$ cat src/rtl/multi_hold_monitor.sv
// ----------------------------------------------------------------------------
// multi_hold_monitor: per-channel valid-holds-until-done / data-clean monitor
// with timeout, sticky errors, error pulses and a saturating clean counter.
// Revision: 1.0
// ----------------------------------------------------------------------------
`default_nettype none

module multi_hold_monitor #(
  parameter int NCH     = 4,
  parameter int TIMEOUT = 16,
  parameter int CNT_W   = 8
) (
  input  logic             clk,
  input  logic             rst_n,
  input  logic [NCH-1:0]   i_valid,
  input  logic [NCH-1:0]   i_done,
  input  logic [NCH-1:0]   i_data_ok,
  input  logic             i_clear,
  output logic [NCH-1:0]   o_busy,
  output logic [NCH-1:0]   o_err_drop,
  output logic [NCH-1:0]   o_err_timeout,
  output logic [NCH-1:0]   o_err_data,
  output logic [NCH-1:0]   o_err_pulse,
  output logic             o_err_any,
  output logic [CNT_W-1:0] o_clean_count
);

  localparam logic [1:0]       c_IDLE     = 2'd0;
  localparam logic [1:0]       c_ACTIVE   = 2'd1;
  localparam logic [1:0]       c_WAIT_LOW = 2'd2;
  localparam int               c_TW       = 8;
  localparam logic [c_TW-1:0]  c_LAST     = c_TW'(TIMEOUT - 1);
  localparam int               c_SW       = CNT_W + 6;
  localparam logic [CNT_W-1:0] c_MAX      = {CNT_W{1'b1}};

  logic [NCH-1:0] w_new_drop;
  logic [NCH-1:0] w_new_to;
  logic [NCH-1:0] w_new_data;
  logic [NCH-1:0] w_clean_done;

  for (genvar g = 0; g < NCH; g++) begin : g_ch
    logic [1:0]      r_state, w_state_nxt;
    logic [c_TW-1:0] r_cnt, w_cnt_nxt;
    logic            r_dirty, w_dirty_nxt;
    logic [c_TW-1:0] w_cyc;
    logic            w_drop, w_to, w_data, w_clean;

    // r_cnt holds the cycle index of the previous edge; w_cyc is this edge's
    assign w_cyc = r_cnt + c_TW'(1);

    always_ff @(posedge clk or negedge rst_n) begin
      if (!rst_n) begin
        r_state <= c_IDLE;
        r_cnt   <= '0;
        r_dirty <= 1'b0;
      end else begin
        r_state <= w_state_nxt;
        r_cnt   <= w_cnt_nxt;
        r_dirty <= w_dirty_nxt;
      end
    end

    always_comb begin
      w_state_nxt = r_state;
      w_cnt_nxt   = r_cnt;
      w_dirty_nxt = r_dirty;
      case (r_state)
        c_IDLE: begin
          if (i_valid[g]) begin
            w_cnt_nxt   = '0;
            w_dirty_nxt = !i_data_ok[g];
            if (!i_done[g]) w_state_nxt = c_ACTIVE;
          end
        end
        c_ACTIVE: begin
          if (i_done[g]) begin
            w_state_nxt = c_IDLE;
          end else if (!i_valid[g]) begin
            w_state_nxt = c_IDLE;
          end else if (w_cyc == c_LAST) begin
            w_state_nxt = c_WAIT_LOW;
          end else begin
            w_cnt_nxt = w_cyc;
          end
          if ((i_done[g] || i_valid[g]) && !i_data_ok[g]) w_dirty_nxt = 1'b1;
        end
        c_WAIT_LOW: begin
          if (!i_valid[g]) w_state_nxt = c_IDLE;
        end
        default: w_state_nxt = c_IDLE;
      endcase
    end

    always_comb begin
      w_drop  = 1'b0;
      w_to    = 1'b0;
      w_data  = 1'b0;
      w_clean = 1'b0;
      case (r_state)
        c_IDLE: begin
          if (i_valid[g]) begin
            w_data  = !i_data_ok[g];
            w_clean = i_done[g] && i_data_ok[g];
          end
        end
        c_ACTIVE: begin
          if (i_done[g]) begin
            w_data  = !i_data_ok[g] && !r_dirty;
            w_clean = i_data_ok[g] && !r_dirty;
          end else if (!i_valid[g]) begin
            w_drop = 1'b1;
          end else begin
            w_data = !i_data_ok[g] && !r_dirty;
            w_to   = (w_cyc == c_LAST);
          end
        end
        default: ;
      endcase
    end

    assign w_new_drop[g]   = w_drop;
    assign w_new_to[g]     = w_to;
    assign w_new_data[g]   = w_data;
    assign w_clean_done[g] = w_clean;
    assign o_busy[g]       = (r_state == c_ACTIVE);
  end

  logic [NCH-1:0]   r_err_drop, r_err_to, r_err_data, r_pulse;
  logic             r_err_any;
  logic [CNT_W-1:0] r_count;
  logic [NCH-1:0]   w_drop_nxt, w_to_nxt, w_data_nxt;
  logic [c_SW-1:0]  w_pop, w_sum;
  logic [CNT_W-1:0] w_count_nxt;

  // set wins over clear on the same edge
  assign w_drop_nxt = (i_clear ? '0 : r_err_drop) | w_new_drop;
  assign w_to_nxt   = (i_clear ? '0 : r_err_to)   | w_new_to;
  assign w_data_nxt = (i_clear ? '0 : r_err_data) | w_new_data;

  always_comb begin
    w_pop = '0;
    for (int i = 0; i < NCH; i++) w_pop = w_pop + c_SW'(w_clean_done[i]);
    w_sum       = (i_clear ? '0 : c_SW'(r_count)) + w_pop;
    w_count_nxt = (w_sum > c_SW'(c_MAX)) ? c_MAX : w_sum[CNT_W-1:0];
  end

  always_ff @(posedge clk or negedge rst_n) begin
    if (!rst_n) begin
      r_err_drop <= '0;
      r_err_to   <= '0;
      r_err_data <= '0;
      r_pulse    <= '0;
      r_err_any  <= 1'b0;
      r_count    <= '0;
    end else begin
      r_err_drop <= w_drop_nxt;
      r_err_to   <= w_to_nxt;
      r_err_data <= w_data_nxt;
      r_pulse    <= w_new_drop | w_new_to | w_new_data;
      r_err_any  <= |{w_drop_nxt, w_to_nxt, w_data_nxt};
      r_count    <= w_count_nxt;
    end
  end

  assign o_err_drop    = r_err_drop;
  assign o_err_timeout = r_err_to;
  assign o_err_data    = r_err_data;
  assign o_err_pulse   = r_pulse;
  assign o_err_any     = r_err_any;
  assign o_clean_count = r_count;

endmodule

`default_nettype wire

$ cat config.mk
export PLATFORM = sky130hd
export DESIGN_NAME = multi_hold_monitor
export DESIGN_NICKNAME = d
export VERILOG_FILES = /design/src/rtl/multi_hold_monitor.sv
export SDC_FILE = /design/constraint.sdc
export NUM_CORES = 1
export LEC_CHECK = 0
export ABC_CLOCK_PERIOD_IN_PS = 5050
export CORE_ASPECT_RATIO = 0.75
export CORE_MARGIN = 2
export CORE_UTILIZATION = 50
export DETAILED_ROUTE_END_ITERATION = 10
export PLACE_DENSITY_LB_ADDON = 0.08
export SYNTH_ARGS = -nofsm -noshare
export SYNTH_HDL_FRONTEND = slang
export SYNTH_SLANG_ARGS = --single-unit
$ cat constraint.sdc
create_clock -name clk -period 5.05 [get_ports clk]
set_input_delay 0.505 -clock clk [delete_from_list [all_inputs] [get_ports clk]]
set_output_delay 0.505 -clock clk [all_outputs]
set_load 0.01 [all_outputs]
# == Word-level counts from Yosys, hierarchy flattened ==
# Index checks and enable logic that the tools add are counted.
# word_totals
ff_bits,69
elab_cells,242
# op_classes
addsub,8
magnitude_cmp,1
eq_ne,44
muxes,117
bitwise,5
n_reduce_logical,49
# op_table
cell,n
$mux 8,18
$pmux 8 s2,4
$mux 1,52
$mux 2,24
$ne 2x2->1 const B,24
$add 8x1->8 const B,4
$eq 8x4->1 const B,4
$pmux 1 s2,12
$pmux 2 s3,4
$or 4x4->4,5
$reduce_and 5->1,4
$logic_and 1x1->1,16
$ne 4x3->1 const B,4
$reduce_and 4->1,4
$mux 4,3
$reduce_and 3->1,4
$reduce_or 12->1,1
$add 8x4->9,1
$gt 9x8->1 const B,1
$eq 2x1->1 const B,4
$eq 2x2->1 const B,4
$logic_not 1->1,8
$logic_not 2->1,4
$ne 2x1->1 const B,4
5 further kinds,11

# == Logic depth before layout (Yosys ltp) ==
# logic_depth
word_depth,10
ltp_mapped,11
mapped_depth_nobuf,10

# == Worst setup path after synthesis ==
# Ideal clock, no wire load.
# synth_timing
path_kind,input to register
startpoint,in i_valid[0]
endpoint,"reg r_count[4], in the netlist o_clean_count[4]"
setup_ns,0.134
arrival_time_ns,2.794
slack_ns,2.122
stages,10
path_buffers,0
cell_sequence,inv_1 mux2_2 nor3_1 fa_1 fa_1 fa_1 nand2_1 nor3_1 nand4_1 o21ai_0
# synth_between
elab_chain_cells,8
# synth_lines
item,line_no,rtl
start: declaration,15,"input logic [NCH-1:0] i_valid,"
$mux 1 *,101,if (i_valid[g]) begin
$pmux 1 s2 *,99,case (r_state)
$add 1x1->2 *,142,for (int i = 0; i < NCH; i++) w_pop = w_pop + c_SW'(w_clean_done[i]);
$add 2x1->3 *,142,
$add 3x1->4 *,142,
$add 8x4->9 *,143,w_sum = (i_clear ? '0 : c_SW'(r_count)) + w_pop;
$gt 9x8->1,144,w_count_nxt = (w_sum > c_SW'(c_MAX)) ? c_MAX : w_sum[CNT_W-1:0];
$mux 8 *,144,
net w_count_nxt[4],133,logic [CNT_W-1:0] w_count_nxt;
end signal: assignment,161,r_count <= w_count_nxt;
end: declaration,130,logic [CNT_W-1:0] r_count;
# Mark *: on every way through the listed nets, which the timed path passes. The rest lies on a longest branch.
# A chain may end at the register's enable or synchronous reset.

# == Worst setup path in the final report ==
# layout_timing
startpoint,in i_valid[0]
endpoint,"reg r_count[5], in the netlist o_clean_count[5]"
# Same word-level chain as after synthesis.

==> metrics.yaml <==
outcome: "complete, no violations"
fin_crit_sh_pct: 68.3
drt_iter0_markers: 150
slowest_delay_ns: 0.54
clk_path_buf_depth: 2
cellLeakagePower_nw: 2.00
cpMostUsedCell: "fa_1"
synth_common_cells: "dfrtp_1 (69), nand2_1 (44), o21ai_0 (35), nand3_1 (20), nor2_1 (19)"
period_needed_ns: 3.45
drt_first_pass_iters: 4
path_clk_slew_ns: 0.08
startpoint_type: "primary input"
vias: 3032
numCtsBuffers: 9
yosysMostFrequentCell: "dfrtp_1"
ios: 44
insertion_delay_ns: 0.35
coreArea_mm2: 0.00730
clock_skew_ns: 0.0119
vdd_ir_drop_max_v: 0.000158
cts-root-buf: "clkbuf_8"
synth.area.top_cells: "dfrtp_1 (46%), o21ai_0 (4.7%), nand2_1 (4.4%)"
synth.area.mux_share_pct: 2.17
num_antenna_cells: 0
routed_wl_um: 8240
timing.rr.start: "g_ch[0].r_state[0]"
synth-compound-area-share_pct: 18.1
r2r_setup_slack_ns: 1.88
yosys_warnings: 0
die_width_um: 104
synthFlopType: "dfrtp_1"
synth_top_family_by_area: "simple AND/OR/NAND/NOR gates"
avgSynthCellArea_um2: 9.54
grt_util_all_layers_pct: 21.1
h-tree-depth: 3
core.rowCount: 27
holdBufCountCts: 0
routabilityCongestion: 0.810
synth-seq-cells: 69
final_util_pct: 62.3
synth_nets: 420
synthXorXnorAreaFrac_pct: 4.20
endpoint: "o_clean_count[5]"
fmaxAchievable_ghz: 0.290
r2r_end: "o_clean_count[5]"
synth_cell_types: 58
cts_setup_buffers: 0
syn_inst: 393
routed_via_density: 5.54
crit_fanout: 6
maxCapViolations: 0
yosys.area_share.adder_pct: 4.60
crit_buf_inv: 2
design_area_mm2: 0.00454
reg2reg_depth: 9
cp_num_cells: 11
worstPathCellList: "clkdlybuf4s50_1 > inv_1 > mux2_2 > nor3_1 > fa_1 > fa_1 > fa_1 > nand2_1 > nor3_1 > nand4_1 > o21ai_0"
cp.required_ns: 5.26
chipHeight_um: 79
antenna_found_initial: 0
setup_viol: 0
yosysTopAreaCellShare_pct: 46.0
initial_core_util_pct: 51.4
synth-edff-count: 0
cts_sinks: 69
rsz0062_at_grt: "false"
cts_tree: "done"
worstPathArrival_ns: 3.66
placed_cell_area_mm2: 0.00428
critical_path_class: "in -> reg"
grt_pass1_wl_um: 13800
ys_seq_area_share_pct: 46.0
antenna_left: 0
drive_above_1_share_pct: 8.30
power_density_mw_per_mm2: 298
grt_pass1_vias: 2869
hpwl_um: 5890
synth-async-reset-ratio_pct: 100
wl_per_cell_um: 15.1
crit_family: "adder cells"
area_growth_pct: 21.2
end_kind: "flip-flop"
grt_max_degree: 70
port_buffers: 43
netlist_area_mm2: 0.00375
synthSimpleGateAreaFrac_pct: 22.2
yosysTopAreaCell: "dfrtp_1"
grt.overflow.total: 0
drc_errors: 0
finalSetupTns_ns: 0
hold_viol_final: 0
slowest_stage: "clkdlybuf4s50_1"
postCtsResizedCells: 0
critPathLaunch: "i_valid[0]"
die-area_mm2: 0.00822
hp-class: "in -> async"
slew_viol_final: 0
fin_nets: 468
tightest_slew_ns: 0.878
relSlewSlack_pct: 39.9
[power breakdown]
part | internal, mW | leakage (nW) | total [mW] | switching, mW
Clock | 0.376 | 0.129 | 0.595 | 0.218
Combinational | 0.0779 | 0.940 | 0.160 | 0.0818
Sequential | 0.578 | 0.926 | 0.602 | 0.0243
Total | 1.03 | 2.00 | 1.36 | 0.324
[placed cells by master, fill, tap and decap left out, drive strengths merged, types with 5 or more instances in the layout]
master and count:
a21o 6, a21oi 17, clkbuf 9, clkdlybuf4s50 42
dfrtp 69, ha 9, inv 18, mux2i 7
nand2 44, nand2b 16, nand3 21, nor2 19
nor2b 14, nor3 11, o21ai 37, o2bb2ai 5
o31ai 7, or2 6, or3 5, xnor2 10
xor2 8
[state kept, by name (all words and copies together), names as in the netlist]
signal and cells:
o_err_timeout 4, o_err_drop 4, o_err_pulse 4, o_clean_count 8, g_ch.r_state 8, g_ch.r_cnt 32
o_err_data 4, o_err_any 1, g_ch.r_dirty 4
[through the flow]
stage | setup WS (ns) | total power, mW | hold slack [ns] | std cells
global route | 1.40 | 1.41 | 0.440 | 547
global placement | 1.33 | 0.770 | 0.460 | 531
finish | 1.60 | 1.36 | 0.342 | 547
detailed placement | 1.21 | 0.772 | 0.468 | 531
CTS | 1.62 | 1.37 | 0.384 | 547
floorplan | 2.12 | 0.683 | 0.209 | 393
[layout make-up]
type | instances | area [µm²]
repair buffers | 45 | 440
well taps | 101 | 126
clock inverters | 7 | 138
clock buffers | 9 | 124
flip-flops and latches | 69 | 1730
multi-input cells | 298 | 1920
fillers | 634 | 2750
inverters | 18 | 67.6
[routing by layer]
metal	global-route usage [%]	vias to the layer above	share of wire [%]
li1	-	1501	-
met1	29.7	1459	52
met2	32.8	65	43
met3	5.83	7	4.6
met4	5.00	0	0.69
met5	0	-	0
[logic make-up (layout without fill, tap and decap cells)]
| group | after synthesis | count (layout) |
|---|---|---|
| AOI/OAI and AO/OA | 101 | 101 |
| xor gates and xnor gates | 18 | 18 |
| adders and majority gates | 12 | 12 |
| buffers and inverters | 26 | 79 |
| DFF | 69 | 69 |
| muxes | 8 | 8 |
| and+or+nand+nor | 159 | 159 |
[how the worst min path moves through the flow]
stage                               start                to  slack [ns]  cells past startpoint
after detailed placement  g_ch[1].r_dirty   g_ch[1].r_dirty        0.47                      1
after CTS                           rst_n  g_ch[2].r_cnt[6]        0.38                      2
after global placement    g_ch[1].r_dirty   g_ch[1].r_dirty        0.46                      1
after floorplan                     rst_n  g_ch[0].r_cnt[0]        0.21                      0
final                               rst_n  g_ch[2].r_cnt[6]        0.34                      2
after global routing                rst_n  g_ch[2].r_cnt[7]        0.44                      2
No activity file was read; power rests on OpenSTA's default activity.
